===== src/rtl/armleocpu_mul_pkg.sv =====
// Shared definitions for the iterative multiplier: FSM states, digit-count helpers
// and the RISC-V sign-mode pairs used by the decoder.
// Latency: n/a (package). Backpressure: n/a.
package armleocpu_mul_pkg;

    typedef enum logic [1:0] {
        STATE_IDLE  = 2'd0,
        STATE_MUL   = 2'd1,
        STATE_DRAIN = 2'd2,
        STATE_FIX   = 2'd3
    } state_t;

    // Digits per factor.
    function automatic int mul_digits(input int width, input int chunk);
        return width / chunk;
    endfunction

    // Partial products per operation.
    function automatic int mul_pps(input int width, input int chunk);
        return mul_digits(width, chunk) * mul_digits(width, chunk);
    endfunction

    // Signedness flags of {factor0, factor1} for each RISC-V multiply flavour.
    typedef struct packed {
        logic factor0_signed;
        logic factor1_signed;
    } sign_mode_t;

    // MUL only keeps the low half, which does not depend on signedness.
    localparam sign_mode_t MODE_MUL    = '{factor0_signed: 1'b0, factor1_signed: 1'b0};
    localparam sign_mode_t MODE_MULH   = '{factor0_signed: 1'b1, factor1_signed: 1'b1};
    localparam sign_mode_t MODE_MULHSU = '{factor0_signed: 1'b1, factor1_signed: 1'b0};
    localparam sign_mode_t MODE_MULHU  = '{factor0_signed: 1'b0, factor1_signed: 1'b0};

endpackage


===== src/rtl/armleocpu_mul_digit_pp.sv =====
// Digit partial product: selects a_i digit (k mod D) and b_i digit (k / D), multiplies
// them and shifts the product into place. Latency: combinational. Backpressure: none.
// Ports: a_i/b_i magnitudes, k_i partial-product index, pp_o shifted 2*WIDTH product.
import armleocpu_mul_pkg::*;

module armleocpu_mul_digit_pp #(
    parameter int WIDTH = 32,
    parameter int CHUNK = 16,
    parameter int KW    = 2
) (
    input  logic [WIDTH-1:0]   a_i,
    input  logic [WIDTH-1:0]   b_i,
    input  logic [KW-1:0]      k_i,
    output logic [2*WIDTH-1:0] pp_o
);

    localparam int D = mul_digits(WIDTH, CHUNK);

    int                 i_idx;
    int                 j_idx;
    logic [WIDTH-1:0]   a_sh;
    logic [WIDTH-1:0]   b_sh;
    logic [2*CHUNK-1:0] prod;
    logic [2*WIDTH-1:0] ext;

    always_comb begin
        i_idx = int'(k_i) % D;
        j_idx = int'(k_i) / D;
        // Shift the wanted digit down to bit 0 rather than using a variable part-select.
        a_sh  = a_i >> (i_idx * CHUNK);
        b_sh  = b_i >> (j_idx * CHUNK);
        prod  = {{CHUNK{1'b0}}, a_sh[CHUNK-1:0]} * {{CHUNK{1'b0}}, b_sh[CHUNK-1:0]};
        ext   = '0;
        ext[2*CHUNK-1:0] = prod;
        pp_o  = ext << ((i_idx + j_idx) * CHUNK);
    end

endmodule


===== src/rtl/armleocpu_multiplier_iter.sv =====
// Iterative WIDTHxWIDTH multiplier, one CHUNKxCHUNK digit product per cycle, signed/unsigned per operand.
// Latency: done high N+2 cycles after accept (2 cycles for a zero factor with ARMLEOCPU_MULTIPLIER_EARLY_OUT_EN).
// Backpressure: ready only in IDLE/done cycle; kill aborts silently; result held until next completion.
// Ports: clk, rst (sync, active high), valid/ready request handshake, factor0/factor1 with *_signed flags,
// kill abort, done one-cycle pulse, result 2*WIDTH product.
// Optional build macro: ARMLEOCPU_MULTIPLIER_EARLY_OUT_EN (zero factor skips the multiply loop).
import armleocpu_mul_pkg::*;

module armleocpu_multiplier_iter #(
    parameter int WIDTH = 32,   // must be a multiple of CHUNK
    parameter int CHUNK = 16
) (
    input  logic               clk,
    input  logic               rst,
    input  logic               valid,
    output logic               ready,
    input  logic [WIDTH-1:0]   factor0,
    input  logic [WIDTH-1:0]   factor1,
    input  logic               factor0_signed,
    input  logic               factor1_signed,
    input  logic               kill,
    output logic               done,
    output logic [2*WIDTH-1:0] result
);

    localparam int D  = mul_digits(WIDTH, CHUNK);
    localparam int N  = mul_pps(WIDTH, CHUNK);
    localparam int KW = (N > 1) ? $clog2(N) : 1;
    localparam logic [KW-1:0] K_LAST = KW'(N - 1);

    state_t             state_q;
    logic               ready_q;
    logic               done_q;
    logic [2*WIDTH-1:0] result_q;
    logic [2*WIDTH-1:0] acc_q;
    logic [2*WIDTH-1:0] inter_q;
    logic [KW-1:0]      k_q;
    logic [WIDTH-1:0]   a_q;
    logic [WIDTH-1:0]   b_q;
    logic               neg_q;

    logic               neg0;
    logic               neg1;
    logic [WIDTH-1:0]   mag0;
    logic [WIDTH-1:0]   mag1;
    logic               zero_op;
    logic [2*WIDTH-1:0] pp;
    logic [2*WIDTH-1:0] acc_d;
    logic [2*WIDTH-1:0] result_d;

    // Magnitudes: -2^(WIDTH-1) negates to itself, which is the correct unsigned magnitude.
    assign neg0 = factor0_signed & factor0[WIDTH-1];
    assign neg1 = factor1_signed & factor1[WIDTH-1];
    assign mag0 = neg0 ? (~factor0 + 1'b1) : factor0;
    assign mag1 = neg1 ? (~factor1 + 1'b1) : factor1;

`ifdef ARMLEOCPU_MULTIPLIER_EARLY_OUT_EN
    assign zero_op = (factor0 == '0) || (factor1 == '0);
`else
    assign zero_op = 1'b0;
`endif

    armleocpu_mul_digit_pp #(
        .WIDTH (WIDTH),
        .CHUNK (CHUNK),
        .KW    (KW)
    ) u_pp (
        .a_i  (a_q),
        .b_i  (b_q),
        .k_i  (k_q),
        .pp_o (pp)
    );

    // The accumulator trails the partial-product register by one cycle; DRAIN adds the last one.
    assign acc_d    = acc_q + inter_q;
    assign result_d = neg_q ? (~acc_d + 1'b1) : acc_d;

    // STATE_FIX is the done cycle: the signed result was registered on the DRAIN edge,
    // and the unit is already ready for the next request.
    always_ff @(posedge clk) begin
        if (rst) begin
            state_q  <= STATE_IDLE;
            ready_q  <= 1'b1;
            done_q   <= 1'b0;
            result_q <= '0;
            acc_q    <= '0;
            inter_q  <= '0;
            k_q      <= '0;
            a_q      <= '0;
            b_q      <= '0;
            neg_q    <= 1'b0;
        end else begin
            done_q <= 1'b0;
            case (state_q)
                STATE_IDLE, STATE_FIX: begin
                    if (valid) begin
                        a_q     <= mag0;
                        b_q     <= mag1;
                        neg_q   <= neg0 ^ neg1;
                        acc_q   <= '0;
                        inter_q <= '0;
                        k_q     <= '0;
                        ready_q <= 1'b0;
                        // A zero factor goes straight to the final add with an empty accumulator.
                        state_q <= zero_op ? STATE_DRAIN : STATE_MUL;
                    end else begin
                        ready_q <= 1'b1;
                        state_q <= STATE_IDLE;
                    end
                end
                STATE_MUL: begin
                    if (kill) begin
                        ready_q <= 1'b1;
                        state_q <= STATE_IDLE;
                    end else begin
                        inter_q <= pp;
                        acc_q   <= acc_d;
                        k_q     <= k_q + 1'b1;
                        if (k_q == K_LAST) begin
                            state_q <= STATE_DRAIN;
                        end
                    end
                end
                STATE_DRAIN: begin
                    if (kill) begin
                        ready_q <= 1'b1;
                        state_q <= STATE_IDLE;
                    end else begin
                        acc_q    <= acc_d;
                        result_q <= result_d;
                        done_q   <= 1'b1;
                        ready_q  <= 1'b1;
                        state_q  <= STATE_FIX;
                    end
                end
                default: begin
                    ready_q <= 1'b1;
                    state_q <= STATE_IDLE;
                end
            endcase
        end
    end

    assign ready  = ready_q;
    assign done   = done_q;
    assign result = result_q;

endmodule

===== config.mk =====
export PLATFORM = sky130hd
export DESIGN_NAME = armleocpu_multiplier_iter
export DESIGN_NICKNAME = d
export VERILOG_FILES = /design/src/rtl/armleocpu_mul_pkg.sv /design/src/rtl/armleocpu_mul_digit_pp.sv /design/src/rtl/armleocpu_multiplier_iter.sv
export SDC_FILE = /design/constraint.sdc
export NUM_CORES = 1
export LEC_CHECK = 0
export BUFFER_PORTS_ARGS = -buffer_cell sky130_fd_sc_hd__clkbuf_2
export CORE_MARGIN = 2
export CORE_UTILIZATION = 25
export DETAILED_ROUTE_END_ITERATION = 6
export PLACE_DENSITY = 0.47
export SYNTH_ARGS = -nofsm -noshare
export SYNTH_HDL_FRONTEND = slang
export SYNTH_SLANG_ARGS = --single-unit

===== constraint.sdc =====
create_clock -name clk -period 13.6 [get_ports clk]
set_input_delay 2.72 -clock clk [delete_from_list [all_inputs] [get_ports clk]]
set_output_delay 2.72 -clock clk [all_outputs]
set_load 0.01 [all_outputs]

==> summary.md <==
| Metric | Value |
|---|---|
| Syn Area/Cell | a little over 8 um2 |
| Sink count of the clock tree | 263 |
| Worst slack at placement | 5.17 ns |
| Post-CTS Hold Fix Bufs | 0 |
| Startpoint Class | flop |
| Data arrival time of the critical path | about 9.0 ns |
| CP required | 14.14 ns |
| Top area cells in the synthesized netlist | dfxtp_1, fa_1, ha_1 |
| Width of the die | 318 um |
| Post-cts sizing count | 0 |
| Area grow syn2layout | 11.8% |
| Maximum number of pins on one net before global-route repair | between 90 and 100 |
| Vias per inst | 4.93 |
| Vias after detailed routing | between 20k and 25k |
| RSZ-0062 raised after global routing | false |
| Run status | finished, final reports clean |
| Deepest level of the CTS H-tree | 1 |
| Total GRT Usage | approximately 16% |
| Setup_tns | 0 ns |
| Pins Over Slew Limit | 0 |
| Vias in the first global route | around 21k |
| Proportion of synthesized flip-flops having asynchronous set or reset | 0% |
| Fill cell count | approximately 11k |
| Flip-flop cell with the highest count after synthesis | dfxtp_1 |
| Crit Path Max Fanout | 35 |
| Endpoint type of the worst setup path | flop |
| Minimum clock period after layout | between 8 and 9 ns |
| DRC viols | 0 |
| Yosys cell types | 86 |
| DR WL/cell | between 15 and 20 um |
| Netlist Area Pre-Place | roughly 25,000 um2 |
| Max-Cap Viols | 0 |
| Last weighted congestion value of the routability-driven placer | 0.933 |
| Count of buffers from port buffering | 135 |
| DR iter-0 viols | approximately 1.5k |
| Starting density of the core | between 20 and 30% |
| Length in cells of the worst reg-to-reg path | 25 |
| DIE HEIGHT | ~320 um |
| Reported leakage power | about 12 nW |
| Register-to-register setup slack | 5.19 ns |
| Worst-case clock buffer depth | 3 |
| Clock latency on the worst-skew pair | just over 0.6 ns |
| Seq/Total Area, Yosys | about a fifth |
| Worst hold path depth | 2 |
| Endpoints failing setup | 0 |
| Util after Layout | roughly 28% |
| Count of state elements after synthesis | ~260 |
| Ratio of cells with drive above 1 in the final layout | 9.73% |
| Floorplan row count | ~120 |
| CTS root buf | clkbuf_16 |
| Hold Fails Final Rpt | 0 |
| Mapped Cells | about 3.0k |
| Antenna violations before repair | 2 |
| Clock slew at the register clock pins of the worst setup and hold paths | roughly 0.06 ns |
| Wire length of the first global-routing pass | 127 mm |
| Final Total Pwr | between 2 and 3 mW |
| Number of warnings reported in the yosys synthesis log | 0 |
| Leading area contributor after synthesis | dfxtp_1 |
| Placed wire-length estimate | 64.8 mm |
| Worst slew slack as a fraction of its limit | around a third |
| Antenna-violating nets left | 0 |
| I/O pin cnt | around 140 |
| Pwr Density | between 90 and 100 nW/um2 |
| Max VDD drop | around 0.10 mV |
| Number of enable flip-flop cells after synthesis | 0 |
| Net count, final | between 3k and 4k |
| Final WL | ~81 mm |
| Sum of overflow across all layers after global routing | 0 |
| Total die area | 101,000 um2 |
| Cts bufs inserted | 30 |
| # Post-CTS Setup Buffers | 0 |
| Setup Skew | 0.0321 ns |
| Net count after synthesis | about 3.5k |
| Share of the synthesized area in the top cell type | a little over a fifth |
| Inserted Diodes | 0 |
| Actual transition at the worst max-transition pin | about 1 ns |
| Highest Clock Rate | 119 MHz |
| CTS tree | done |
| Core area | about 98,000 um2 |
| Portion of the clock cycle consumed by the worst path in the final layout | 61.8% |
| Smallest setup slack after layout | approximately 5.2 ns |
| Type of the tightest min-delay check | flop to flop |
| First-pass detailed-route iteration total | 7 |
| Critical path class | flop to flop |
-- state kept, by name, summed over array words and instances, names as in the netlist --
signal   flops
acc_q       64
inter_q     64
result      64
a_q         32
b_q         32
k_q          2
state_q      2
done         1
neg_q        1
ready        1
-- critical path, cell delays in order (launching register included) --
cell       delay, ns
dfxtp_2         0.95
mux2i_1         0.87
nor2_1          0.14
fa_1            0.57
inv_1           0.05
fa_1            0.47
inv_1           0.05
fa_1            0.51
fa_1            0.52
fa_1            0.55
inv_1           0.06
fa_1            0.53
inv_1           0.04
ha_1            0.39
o21a_1          0.15
o21a_1          0.09
o21ai_0         0.09
a21boi_0        0.19
o21ai_0         0.17
o22ai_1         0.30
o211ai_1        0.16
a2111oi_0       0.73
o21a_1          0.19
nor3_1          0.04
or2_2           0.31
o31ai_1         0.18
-- metrics by stage --
stage	cells	cell area, um2	hold WS (ns)
4_1_cts	4360	27600	0.456
2_1_floorplan	3015	24700	0.424
3_5_place_dp	4306	26600	0.448
5_1_grt	4360	27600	0.471
3_3_place_gp	4306	26600	0.442
6_report	4360	27600	0.453
-- synthesized netlist by cell type, types with 7 or more instances --
cell      count
mux2_2       35
nand2b_1     25
or4_1        13
o211ai_1      7
nand3_1      21
and2_1       20
o41ai_1      13
o21a_1       19
a22oi_1      94
buf_2         7
a31oi_1      11
a22o_1       30
and3_1        8
clkbuf_1    142
o31ai_1      36
nor2_1      394
xnor2_1      87
nor4_1       26
o21ai_1       7
o21ai_0     113
a21oi_1     150
or2_2        17
dfxtp_1     263
a222oi_1     12
nor2b_1      13
xor2_1       91
or3_1        33
nor3_1       34
and4_1        9
nand2_1     310
a311oi_1     13
a211oi_1     97
nand4_1      23
o21bai_1     24
mux2i_1      38
o22ai_1      10
fa_1        195
inv_1       271
ha_1        173
a21o_1       41
-- layer usage --
| layer | vias up | track usage [%] | share of wire, % |
|---|---|---|---|
| met3 | 58 | 1.72 | 4.1 |
| li1 | 10600 | - | - |
| met5 | - | 0 | 0.015 |
| met4 | 2 | 2.33 | 1.3 |
| met1 | 10400 | 22.6 | 49 |
| met2 | 472 | 25.5 | 46 |
-- layout by cell type, fill, tap and decap left out, drive strengths merged, types with 41 or more instances in the layout --
master,instances
a211oi,98
o21ai,123
ha,173
a22oi,94
fa,195
inv,272
a21o,41
nor2,394
xor2,92
clkbuf,174
a21oi,152
dfxtp,263
nand2,310
xnor2,87
-- logic make-up after synthesis --
group / count (synthesis) / share of synthesized area [%]
buffers and inverters: 431 / 6.67
adders and majority gates: 368 / 24.6
AOI/OAI and AO/OA: 735 / 20.5
xor gates and xnor gates: 179 / 6.38
DFF: 263 / 21.3
and+or+nand+nor: 966 / 17.4
muxes: 73 / 3.14
-- area by class of cell --
| type | count | area [um2] | area share, % |
|---|---|---|---|
| sequential | 263 | 5270 | 19.1 |
| clock buffer | 39 | 845 | 3.06 |
| tap | 1287 | 1610 | 5.83 |
| inverter | 272 | 1020 | 3.70 |
| timing repair buffer | 163 | 895 | 3.24 |
| clock inverter | 15 | 165 | 0.598 |
| multi-input combinational | 2321 | 17800 | 64.5 |
-- final timing paths --
path | startpoint | endpoint
setup / recovery | k_q[0] | inter_q[60]
hold / removal | b_q[21] | b_q[21]
setup reg to reg | k_q[0] | inter_q[60]
hold reg to reg | b_q[21] | b_q[21]
-- where the power goes --
part	switching (mW)	internal, mW	total [mW]
Sequential	0.0238	0.794	0.818
Clock	0.368	0.477	0.844
Combinational	0.618	0.326	0.944
Note: power is estimated with default switching activity, not from simulation.
